### src/rtl/id_ex_stage_if.sv
// ID/EX stage bus: ID-side inputs (inp_*) and EX-side registered outputs (out_*).
// The master modport is the ID/decode side; the slave modport is the pipeline register.
interface id_ex_stage_if #(
  parameter int DATA_W = 16,
  parameter int REG_AW = 3,
  parameter int CNT_W  = 16
);
  logic              inp_valid;
  logic              inp_flush;
  logic              inp_regDst;
  logic              inp_aluSrc;
  logic              inp_memToReg;
  logic              inp_regWrite;
  logic              inp_memRead;
  logic              inp_memWrite;
  logic              inp_branch;
  logic [1:0]        inp_aluOp;
  logic [DATA_W-1:0] inp_readData1;
  logic [DATA_W-1:0] inp_readData2;
  logic [DATA_W-1:0] inp_imm;
  logic [DATA_W-1:0] inp_pcPlus;
  logic [REG_AW-1:0] inp_rs;
  logic [REG_AW-1:0] inp_rt;
  logic [REG_AW-1:0] inp_rd;
  logic              inp_rtUsed;

  logic              out_regDst;
  logic              out_aluSrc;
  logic              out_memToReg;
  logic              out_regWrite;
  logic              out_memRead;
  logic              out_memWrite;
  logic              out_branch;
  logic [1:0]        out_aluOp;
  logic [DATA_W-1:0] out_readData1;
  logic [DATA_W-1:0] out_readData2;
  logic [DATA_W-1:0] out_imm;
  logic [DATA_W-1:0] out_pcPlus;
  logic [REG_AW-1:0] out_rs;
  logic [REG_AW-1:0] out_writeReg;
  logic              out_valid;
  logic              out_stall;
  logic [CNT_W-1:0]  out_bubbleCnt;

  modport master (
    output inp_valid, inp_flush, inp_regDst, inp_aluSrc, inp_memToReg, inp_regWrite,
           inp_memRead, inp_memWrite, inp_branch, inp_aluOp, inp_readData1, inp_readData2,
           inp_imm, inp_pcPlus, inp_rs, inp_rt, inp_rd, inp_rtUsed,
    input  out_regDst, out_aluSrc, out_memToReg, out_regWrite, out_memRead, out_memWrite,
           out_branch, out_aluOp, out_readData1, out_readData2, out_imm, out_pcPlus,
           out_rs, out_writeReg, out_valid, out_stall, out_bubbleCnt
  );

  modport slave (
    input  inp_valid, inp_flush, inp_regDst, inp_aluSrc, inp_memToReg, inp_regWrite,
           inp_memRead, inp_memWrite, inp_branch, inp_aluOp, inp_readData1, inp_readData2,
           inp_imm, inp_pcPlus, inp_rs, inp_rt, inp_rd, inp_rtUsed,
    output out_regDst, out_aluSrc, out_memToReg, out_regWrite, out_memRead, out_memWrite,
           out_branch, out_aluOp, out_readData1, out_readData2, out_imm, out_pcPlus,
           out_rs, out_writeReg, out_valid, out_stall, out_bubbleCnt
  );
endinterface

### src/rtl/id_ex_stage.sv
// ID/EX pipeline register with load-use stall, flush-to-bubble and saturating bubble counter.
// Load-use detection is built only when HAZARD_DETECT_EN is defined; otherwise only flushes bubble.
module id_ex_stage #(
  parameter int DATA_W = 16,
  parameter int REG_AW = 3,
  parameter int CNT_W  = 16
) (
  input logic           inp_clk,
  input logic           inp_rst_n,
  id_ex_stage_if.slave  bus
);

`ifdef HAZARD_DETECT_EN
  localparam bit HAZ_EN = 1'b1;
`else
  localparam bit HAZ_EN = 1'b0;
`endif

  // control packing: {regDst, aluSrc, memToReg, regWrite, memRead, memWrite, branch, aluOp[1:0]}
  logic [8:0]        ctrl_in;
  logic [8:0]        ctrl_reg;
  logic              valid_reg;
  logic [DATA_W-1:0] rd1_reg, rd2_reg, imm_reg, pc_reg;
  logic [REG_AW-1:0] rs_reg, wr_reg;
  logic [CNT_W-1:0]  cnt_reg;
  logic              haz_cond, haz, bubble;

  assign ctrl_in = {bus.inp_regDst, bus.inp_aluSrc, bus.inp_memToReg, bus.inp_regWrite,
                    bus.inp_memRead, bus.inp_memWrite, bus.inp_branch, bus.inp_aluOp};

  // a load in EX whose result the ID instruction needs cannot be forwarded in time
  assign haz_cond = valid_reg & ctrl_reg[4] & ctrl_reg[5] & (wr_reg != '0) & bus.inp_valid &
                    ((wr_reg == bus.inp_rs) | (bus.inp_rtUsed & (wr_reg == bus.inp_rt)));
  assign haz      = HAZ_EN & haz_cond;
  assign bubble   = bus.inp_flush | haz;

  assign bus.out_stall = haz & ~bus.inp_flush;

  always_ff @(posedge inp_clk or negedge inp_rst_n) begin
    if (!inp_rst_n) begin
      ctrl_reg  <= '0;
      valid_reg <= 1'b0;
      rd1_reg   <= '0;
      rd2_reg   <= '0;
      imm_reg   <= '0;
      pc_reg    <= '0;
      rs_reg    <= '0;
      wr_reg    <= '0;
      cnt_reg   <= '0;
    end else begin
      if (bubble) begin
        // data registers keep their old contents; nothing downstream acts on them
        ctrl_reg  <= '0;
        valid_reg <= 1'b0;
      end else begin
        ctrl_reg  <= bus.inp_valid ? ctrl_in : '0;
        valid_reg <= bus.inp_valid;
        rd1_reg   <= bus.inp_readData1;
        rd2_reg   <= bus.inp_readData2;
        imm_reg   <= bus.inp_imm;
        pc_reg    <= bus.inp_pcPlus;
        rs_reg    <= bus.inp_rs;
        wr_reg    <= bus.inp_regDst ? bus.inp_rd : bus.inp_rt;
      end
      if (bubble && bus.inp_valid && (cnt_reg != '1))
        cnt_reg <= cnt_reg + 1'b1;
    end
  end

  assign bus.out_regDst    = ctrl_reg[8];
  assign bus.out_aluSrc    = ctrl_reg[7];
  assign bus.out_memToReg  = ctrl_reg[6];
  assign bus.out_regWrite  = ctrl_reg[5];
  assign bus.out_memRead   = ctrl_reg[4];
  assign bus.out_memWrite  = ctrl_reg[3];
  assign bus.out_branch    = ctrl_reg[2];
  assign bus.out_aluOp     = ctrl_reg[1:0];
  assign bus.out_readData1 = rd1_reg;
  assign bus.out_readData2 = rd2_reg;
  assign bus.out_imm       = imm_reg;
  assign bus.out_pcPlus    = pc_reg;
  assign bus.out_rs        = rs_reg;
  assign bus.out_writeReg  = wr_reg;
  assign bus.out_valid     = valid_reg;
  assign bus.out_bubbleCnt = cnt_reg;

endmodule

### src/flat_wrapper.sv
// flat-port wrapper written by rule: the top's interface ports become plain ports
module id_ex_stage_flat 
#(
  parameter int DATA_W = 16,
  parameter int REG_AW = 3,
  parameter int CNT_W  = 16
)
  (inp_clk, inp_rst_n, bus_inp_valid, bus_inp_flush, bus_inp_regDst, bus_inp_aluSrc, bus_inp_memToReg, bus_inp_regWrite, bus_inp_memRead, bus_inp_memWrite, bus_inp_branch, bus_inp_aluOp, bus_inp_readData1, bus_inp_readData2, bus_inp_imm, bus_inp_pcPlus, bus_inp_rs, bus_inp_rt, bus_inp_rd, bus_inp_rtUsed, bus_out_regDst, bus_out_aluSrc, bus_out_memToReg, bus_out_regWrite, bus_out_memRead, bus_out_memWrite, bus_out_branch, bus_out_aluOp, bus_out_readData1, bus_out_readData2, bus_out_imm, bus_out_pcPlus, bus_out_rs, bus_out_writeReg, bus_out_valid, bus_out_stall, bus_out_bubbleCnt);
  id_ex_stage_if #(.DATA_W(DATA_W), .REG_AW(REG_AW), .CNT_W(CNT_W)) bus_i ();
  input logic inp_clk;
  input logic inp_rst_n;
  input wire logic [$bits(bus_i.inp_valid)-1:0] bus_inp_valid;
  input wire logic [$bits(bus_i.inp_flush)-1:0] bus_inp_flush;
  input wire logic [$bits(bus_i.inp_regDst)-1:0] bus_inp_regDst;
  input wire logic [$bits(bus_i.inp_aluSrc)-1:0] bus_inp_aluSrc;
  input wire logic [$bits(bus_i.inp_memToReg)-1:0] bus_inp_memToReg;
  input wire logic [$bits(bus_i.inp_regWrite)-1:0] bus_inp_regWrite;
  input wire logic [$bits(bus_i.inp_memRead)-1:0] bus_inp_memRead;
  input wire logic [$bits(bus_i.inp_memWrite)-1:0] bus_inp_memWrite;
  input wire logic [$bits(bus_i.inp_branch)-1:0] bus_inp_branch;
  input wire logic [$bits(bus_i.inp_aluOp)-1:0] bus_inp_aluOp;
  input wire logic [$bits(bus_i.inp_readData1)-1:0] bus_inp_readData1;
  input wire logic [$bits(bus_i.inp_readData2)-1:0] bus_inp_readData2;
  input wire logic [$bits(bus_i.inp_imm)-1:0] bus_inp_imm;
  input wire logic [$bits(bus_i.inp_pcPlus)-1:0] bus_inp_pcPlus;
  input wire logic [$bits(bus_i.inp_rs)-1:0] bus_inp_rs;
  input wire logic [$bits(bus_i.inp_rt)-1:0] bus_inp_rt;
  input wire logic [$bits(bus_i.inp_rd)-1:0] bus_inp_rd;
  input wire logic [$bits(bus_i.inp_rtUsed)-1:0] bus_inp_rtUsed;
  output wire logic [$bits(bus_i.out_regDst)-1:0] bus_out_regDst;
  output wire logic [$bits(bus_i.out_aluSrc)-1:0] bus_out_aluSrc;
  output wire logic [$bits(bus_i.out_memToReg)-1:0] bus_out_memToReg;
  output wire logic [$bits(bus_i.out_regWrite)-1:0] bus_out_regWrite;
  output wire logic [$bits(bus_i.out_memRead)-1:0] bus_out_memRead;
  output wire logic [$bits(bus_i.out_memWrite)-1:0] bus_out_memWrite;
  output wire logic [$bits(bus_i.out_branch)-1:0] bus_out_branch;
  output wire logic [$bits(bus_i.out_aluOp)-1:0] bus_out_aluOp;
  output wire logic [$bits(bus_i.out_readData1)-1:0] bus_out_readData1;
  output wire logic [$bits(bus_i.out_readData2)-1:0] bus_out_readData2;
  output wire logic [$bits(bus_i.out_imm)-1:0] bus_out_imm;
  output wire logic [$bits(bus_i.out_pcPlus)-1:0] bus_out_pcPlus;
  output wire logic [$bits(bus_i.out_rs)-1:0] bus_out_rs;
  output wire logic [$bits(bus_i.out_writeReg)-1:0] bus_out_writeReg;
  output wire logic [$bits(bus_i.out_valid)-1:0] bus_out_valid;
  output wire logic [$bits(bus_i.out_stall)-1:0] bus_out_stall;
  output wire logic [$bits(bus_i.out_bubbleCnt)-1:0] bus_out_bubbleCnt;
  assign bus_i.inp_valid = bus_inp_valid;
  assign bus_i.inp_flush = bus_inp_flush;
  assign bus_i.inp_regDst = bus_inp_regDst;
  assign bus_i.inp_aluSrc = bus_inp_aluSrc;
  assign bus_i.inp_memToReg = bus_inp_memToReg;
  assign bus_i.inp_regWrite = bus_inp_regWrite;
  assign bus_i.inp_memRead = bus_inp_memRead;
  assign bus_i.inp_memWrite = bus_inp_memWrite;
  assign bus_i.inp_branch = bus_inp_branch;
  assign bus_i.inp_aluOp = bus_inp_aluOp;
  assign bus_i.inp_readData1 = bus_inp_readData1;
  assign bus_i.inp_readData2 = bus_inp_readData2;
  assign bus_i.inp_imm = bus_inp_imm;
  assign bus_i.inp_pcPlus = bus_inp_pcPlus;
  assign bus_i.inp_rs = bus_inp_rs;
  assign bus_i.inp_rt = bus_inp_rt;
  assign bus_i.inp_rd = bus_inp_rd;
  assign bus_i.inp_rtUsed = bus_inp_rtUsed;
  assign bus_out_regDst = bus_i.out_regDst;
  assign bus_out_aluSrc = bus_i.out_aluSrc;
  assign bus_out_memToReg = bus_i.out_memToReg;
  assign bus_out_regWrite = bus_i.out_regWrite;
  assign bus_out_memRead = bus_i.out_memRead;
  assign bus_out_memWrite = bus_i.out_memWrite;
  assign bus_out_branch = bus_i.out_branch;
  assign bus_out_aluOp = bus_i.out_aluOp;
  assign bus_out_readData1 = bus_i.out_readData1;
  assign bus_out_readData2 = bus_i.out_readData2;
  assign bus_out_imm = bus_i.out_imm;
  assign bus_out_pcPlus = bus_i.out_pcPlus;
  assign bus_out_rs = bus_i.out_rs;
  assign bus_out_writeReg = bus_i.out_writeReg;
  assign bus_out_valid = bus_i.out_valid;
  assign bus_out_stall = bus_i.out_stall;
  assign bus_out_bubbleCnt = bus_i.out_bubbleCnt;
  id_ex_stage #(.DATA_W(DATA_W), .REG_AW(REG_AW), .CNT_W(CNT_W)) u_core (.inp_clk(inp_clk), .inp_rst_n(inp_rst_n), .bus(bus_i));
endmodule
### config.mk
export PLATFORM = sky130hd
export DESIGN_NAME = id_ex_stage_flat
export DESIGN_NICKNAME = d
export VERILOG_FILES = /design/src/rtl/id_ex_stage_if.sv /design/src/rtl/id_ex_stage.sv /design/src/flat_wrapper.sv
export SDC_FILE = /design/constraint.sdc
export NUM_CORES = 1
export LEC_CHECK = 0
export BUFFER_PORTS_ARGS = -buffer_cell sky130_fd_sc_hd__buf_4
export CAP_MARGIN = 20
export CORE_ASPECT_RATIO = 1.4
export CORE_MARGIN = 8
export CORE_UTILIZATION = 43
export DETAILED_ROUTE_END_ITERATION = 6
export PLACE_DENSITY = 0.84
export SLEW_MARGIN = 20
export SYNTH_ARGS = -nofsm -noshare
export SYNTH_HDL_FRONTEND = slang
export SYNTH_SLANG_ARGS = --single-unit
export TNS_END_PERCENT = 10
### constraint.sdc
create_clock -name inp_clk -period 3.6 [get_ports inp_clk]
set_input_delay 0.18 -clock inp_clk [delete_from_list [all_inputs] [get_ports inp_clk]]
set_output_delay 0.18 -clock inp_clk [all_outputs]
set_load 0.02 [all_outputs]
==> results.toml, run 1 <==
[clock_tree]
clockBufferDepth = 2
clk_pin_slew_ns = 0.06
cts_root_buffer = "clkbuf_16"
numCtsBuffers = 9
cts_tree = "yes"
clk_latency_ns = 0.33
cts_hold_buffers = 0
clock_sinks = 96
cts_setup_buffers = 0
htree_levels = 3
cts.repair.resized = 0

[power_and_ir_drop]
power_mw = 2.81
pwr-share-comb_pct = 22.6
swShare_pct = 28.4
p_clk_share_pct = 31.5
p_leak_nw = 2.67
netSwitchingPower_mw = 0.799
vdd_ir_drop_max_uv = 299
p_per_area_nw_per_um2 = 513
seqPwrFrac_pct = 46.0
p_int_mw = 2.01

[placed_design]
pre_cts_ws_ns = 1.91
hpwlAfterDp_mm = 7.58
gp_congestion = 0.737
port_buffers = 181

[detailed_routing]
firstDrtPassIters = 3
drtIter0Drc = 29
wl_per_cell_um = 17.8
drt-total-wl_mm = 9.63
drc = 0
ant_nets = 0
via_per_inst = 4.96
vias = 2678

[final_layout]
fin_nets = 519
multi_input_area_um2 = 1290
regArea_um2 = 2400
fillers = 669
diodes = 0
drive_gt1_share_pct = 63.2
syn2layout_area_growth_pct = 46.5

[sta]
hold_viol = 47
min_period_ns = 1.68
drv_slew = 0
max_slew_margin_pct = 39.8
skew_ns = 0.00596
setup_viol = 0
max_freq_mhz = 596
timing.hold.ws_ns = -0.0279
tns_ns = 0
fin_crit_sh_pct = 46.6
setup_ws_ns = 1.92
tightest_slew_ns = 0.903
rsz0062_at_grt = "false"

[yosys]
syn_inst = 247
synth.ff_latch_count = 96
synth.most_common_cell = "dfrtp_1"
yosysSeqAreaShare_pct = 64.2
synth_area_um2 = 3740
ys_top_cells_by_count = "dfrtp_1, mux2_2, nand2_1"
avgSynthCellArea_um2 = 15.2
synth_largest_area_cell = "dfrtp_1"
synthFlopType = "dfrtp_1"
async_flop_share_pct = 100
syn-num-nets = 335
synth-warning-count = 0
synth-edff-count = 0
ys_types = 32
synthTopCellsByArea = "dfrtp_1, mux2_2, xor2_1, and2_1, xnor2_1"
synth_top_area_share_pct = 64.2

[worst_setup_path]
path_class = "reg -> reg"
path_depth = 5
critical_path.top_delay_family = "simple AND/OR/NAND/NOR gates"
crit_chain = "ha_1, nand2_1, nor3_2, nand4_1, mux2_2"
cp_max_fo = 6
cp-end-kind = "flop"
start_kind = "flop"
cpPeakStageDelay_ns = 0.43
r2r_cells = 5
crit_buf_inv = 0
cp_slowest_cell = "dfrtp_1"
arrival_ns = 1.90
crit_required_ns = 3.82

[die]
die-area_um2 = 12000
die_h_um = 126
core_um2 = 8510
rows = 40
start_util_pct = 44.0
io_pins = 184
die_w_um = 94.8

[global_route]
grt_pass1_vias = 2905
antenna_found_initial = 0
grt.total_usage_pct = 15.7
grt.overflow.total = 0
grt_max_degree = 75
grt_pass1_wl_mm = 14.5

[outcome]
status = "finished, violations left"
violations = "negative hold slack"

[flow_run]
maxCapViolations = 0

[min_path]
hp-class = "in -> async"
[per-layer routing]
layer / part of all wire [%] / wire length [um] / GRT usage, % / vias to the layer above
met5: 0 / 0 / 0 / -
met4: 1.8 / 178 / 6.83 / 0
met3: 11 / 1100 / 7.26 / 13
met2: 50 / 4860 / 26.3 / 117
met1: 36 / 3500 / 16.2 / 1313
li1: - / - / - / 1235
[cell families after synthesis]
logic type	count (synthesis)	share of synthesized area (%)
adder cells (fa/ha/maj)	1	0.334
multiplexers	73	22.0
AND/OR/NAND/NOR	48	8.19
other	1	0.100
XOR/XNOR	13	3.04
buffers and inverters	10	1.30
flip-flops	96	64.2
AO/OA/AOI/OAI	5	0.869
[per-stage QoR]
step	std cells	instance area, um^2	utilization (%)	hold WS [ns]
3_5_place_dp	525	5200	61.1	0.361
2_1_floorplan	247	3740	-	-0.116
5_1_grt	540	5480	64.4	0.0370
6_report	540	5480	64.4	-0.0279
4_1_cts	540	5480	64.4	0.000636
3_3_place_gp	525	5200	61.1	0.354
[power by group through the flow]
stage | logic, mW | registers (mW) | clock network, mW
floorplan | 0.164 | 1.45 | 0
finish | 0.635 | 1.29 | 0.885
global route | 0.676 | 1.31 | 0.951
CTS | 0.648 | 1.29 | 0.912
global placement | 0.630 | 1.30 | 0
detailed placement | 0.648 | 1.31 | 0
[path summary, 6_finish.rpt]
| kind | slack, ns | end | startpoint |
|---|---|---|---|
| worst max-delay path | 1.92 | u_core.bus.out_bubbleCnt[14]$_DFFE_PN0P_ | u_core.bus.out_bubbleCnt[0]$_DFFE_PN0P_ |
| worst min-delay path | -0.03 | u_core.bus.out_readData1[12]$_DFFE_PN0N_ | inp_rst_n |
| worst max register to register | 1.92 | u_core.bus.out_bubbleCnt[14]$_DFFE_PN0P_ | u_core.bus.out_bubbleCnt[0]$_DFFE_PN0P_ |
| worst min register to register | 0.50 | u_core.bus.out_writeReg[2]$_DFFE_PN0N_ | u_core.bus.out_writeReg[2]$_DFFE_PN0N_ |
| max in group asynchronous | 2.75 | u_core.bus.out_bubbleCnt[4]$_DFFE_PN0P_ | inp_rst_n |
| min in group inp_clk | 0.05 | u_core.ctrl_reg[6]$_DFF_PN0_ | bus_inp_memToReg |
[worst register-to-register path, stage by stage (launching register included)]
cell     delay, ns
dfrtp_1       0.43
ha_1          0.22
nand2_1       0.17
nor3_2        0.33
nand4_1       0.14
mux2_2        0.28
[cell type report]
cell class / count / share of cell area [%]
timing repair buffer: 183 / 25.1
clock buffer: 11 / 4.61
clock inverter: 4 / 0.548
tap: 105 / 2.40
sequential: 96 / 43.8
multi-input combinational: 141 / 23.6
[cells in the final DEF (no fill, tap or decap), types with 2 or more instances in the layout]
master	instances
nor3_1	2
clkinv_4	2
mux2_2	69
o21ai_0	3
nand3_1	5
dfrtp_1	96
and2_1	9
xor2_1	7
nor4_1	4
buf_4	183
nand4_2	2
mux2i_1	3
xnor2_1	6
nand2_1	11
clkbuf_16	9
nand4_1	4
clkbuf_8	2
Power figures use the tool's default switching activity.
==> run 2, diff against run 1 <==
clock period = 1.7 ns   (was 3.6 ns; I/O delays follow)
==> results.toml, run 2 (same netlist as run 1, synthesis figures left out) <==
[clock_tree]
clockBufferDepth = 2
clk_pin_slew_ns = 0.06
htree_levels = 3
clk_latency_ns = 0.33
clock_sinks = 96
cts_root_buffer = "clkbuf_16"
cts_setup_buffers = 0
numCtsBuffers = 9
cts_tree = "yes"

[worst_setup_path]
cp_max_fo = 6
crit_chain = "ha_1, nand2_2, or3_2, nand4b_1, xnor2_1"
start_kind = "flop"
cp-endpoint = "u_core.bus.out_bubbleCnt[11]$_DFFE_PN0P_"
cpPeakStageDelay_ns = 0.51
cp_slowest_cell = "or3_2"
critPathLaunch = "u_core.bus.out_bubbleCnt[0]$_DFFE_PN0P_"
cp-end-kind = "flop"
path_class = "reg -> reg"
r2r_slack_ns = 0.09
crit_required_ns = 1.96
r2r_cells = 5
r2r_start = "u_core.bus.out_bubbleCnt[0]$_DFFE_PN0P_"
rr_endpoint = "u_core.bus.out_bubbleCnt[11]$_DFFE_PN0P_"
arrival_ns = 1.87

[global_route]
grt_max_degree = 52
grt_pass1_vias = 3404
grt.total_usage_pct = 20.0
antenna_found_initial = 0
grt_pass1_wl_mm = 18.2
grt.overflow.total = 0

[power_and_ir_drop]
vdd_ir_drop_max_uv = 741
power_mw = 6.49
p_leak_nw = 3.06
p_per_area_nw_per_um2 = 1020

[detailed_routing]
firstDrtPassIters = 4
via_per_inst = 4.82
vias = 3012
wl_per_cell_um = 19.2
ant_nets = 0
drtIter0Drc = 87
drt-total-wl_mm = 12.0
drc = 0

[min_path]
hp-class = "in -> reg"

[final_layout]
syn2layout_area_growth_pct = 70.3
final_cell_mix = "buf_4, dfrtp_1, dlygate4sd3_1"
finalCoreUtilization_pct = 74.9
regArea_um2 = 2400
fillers = 521
fin_nets = 603
drive_gt1_share_pct = 55.0
diodes = 0
mostFrequentLayoutCell = "buf_4"
multi_input_area_um2 = 1300

[placed_design]
port_buffers = 181
gp_congestion = 0.751
pre_cts_ws_ns = 0.0932
hpwlAfterDp_mm = 7.75

[flow_run]
maxCapViolations = 0

[sta]
tightest_slew_ns = 0.547
max_slew_margin_pct = 63.5
rsz0062_at_grt = "true"
drv_slew = 0
setup_viol = 0
skew_ns = 0.000839
hold_viol = 0
setup_ws_ns = 0.0880
max_freq_mhz = 620
fin_crit_sh_pct = 94.8
min_period_ns = 1.61

[outcome]
status = "finished, final reports clean"

[die]
rows = 40
start_util_pct = 44.0
io_pins = 184
die_h_um = 126
die_w_um = 94.8
core_um2 = 8510
die-area_um2 = 12000
[run 2: area by class of cell]
cell class                      instances  share of cell area, %
Timing Repair Buffer                  267                   34.6
Multi-Input combinational cell        141                   20.4
Sequential cell                        96                   37.7
Clock buffer                           11                   3.97
Clock inverter                          5                   1.24
Tap cell                              105                   2.06
[run 2: worst max-delay path: cells and delay by family (launching register included)]
kind                       cells  cell delay [ns]
xor gates and xnor gates       1             0.13
adders and majority gates      1             0.24
DFF                            1             0.41
and+or+nand+nor                3             0.76
[run 2: power breakdown]
group / internal [mW] / total, mW / switching [mW] / leakage (nW)
sequential: 2.54 / 2.75 / 0.215 / 1.16
combinational: 0.799 / 1.55 / 0.750 / 1.73
clock: 1.37 / 2.19 / 0.825 / 0.165
total: 4.70 / 6.49 / 1.79 / 3.06
[run 2: how the worst min path moves through the flow]
stage,startpoint,endpoint,slack [ns],cells past startpoint
after global placement,inp_rst_n,u_core.bus.out_readData2[14]$_DFFE_PN0N_,0.05,1
final,bus_inp_regDst,u_core.ctrl_reg[8]$_DFF_PN0_,0.03,2
after detailed placement,inp_rst_n,u_core.bus.out_readData2[14]$_DFFE_PN0N_,0.06,1
after CTS,bus_inp_regDst,u_core.ctrl_reg[8]$_DFF_PN0_,0.02,2
after global routing,bus_inp_regDst,u_core.ctrl_reg[8]$_DFF_PN0_,0.03,2
after floorplan,inp_rst_n,u_core.bus.out_bubbleCnt[0]$_DFFE_PN0P_,-0.21,0
[run 2: metal layers]
layer | vias up | part of all wire (%) | GRT usage, %
met5 | - | 0 | 0
met4 | 0 | 2.3 | 7.66
met3 | 20 | 8.6 | 6.73
met2 | 136 | 53 | 35.6
met1 | 1456 | 36 | 20.9
li1 | 1400 | - | -
[run 2: stage by stage]
stage	setup TNS, ns	instances	area, um^2	hold slack (ns)
global placement	0	533	5270	0.0531
floorplan	0	247	3740	-0.211
finish	0	625	6370	0.0303
global route	-0.0991	625	6370	0.0275
CTS	0	625	6360	0.0188
detailed placement	0	533	5270	0.0608
[run 2: timing repair]
item	CTS	global route
endpoints found under the hold margin	107	0
gates resized for setup	0	2
hold buffers	76	0
setup endpoints to repair	0	6
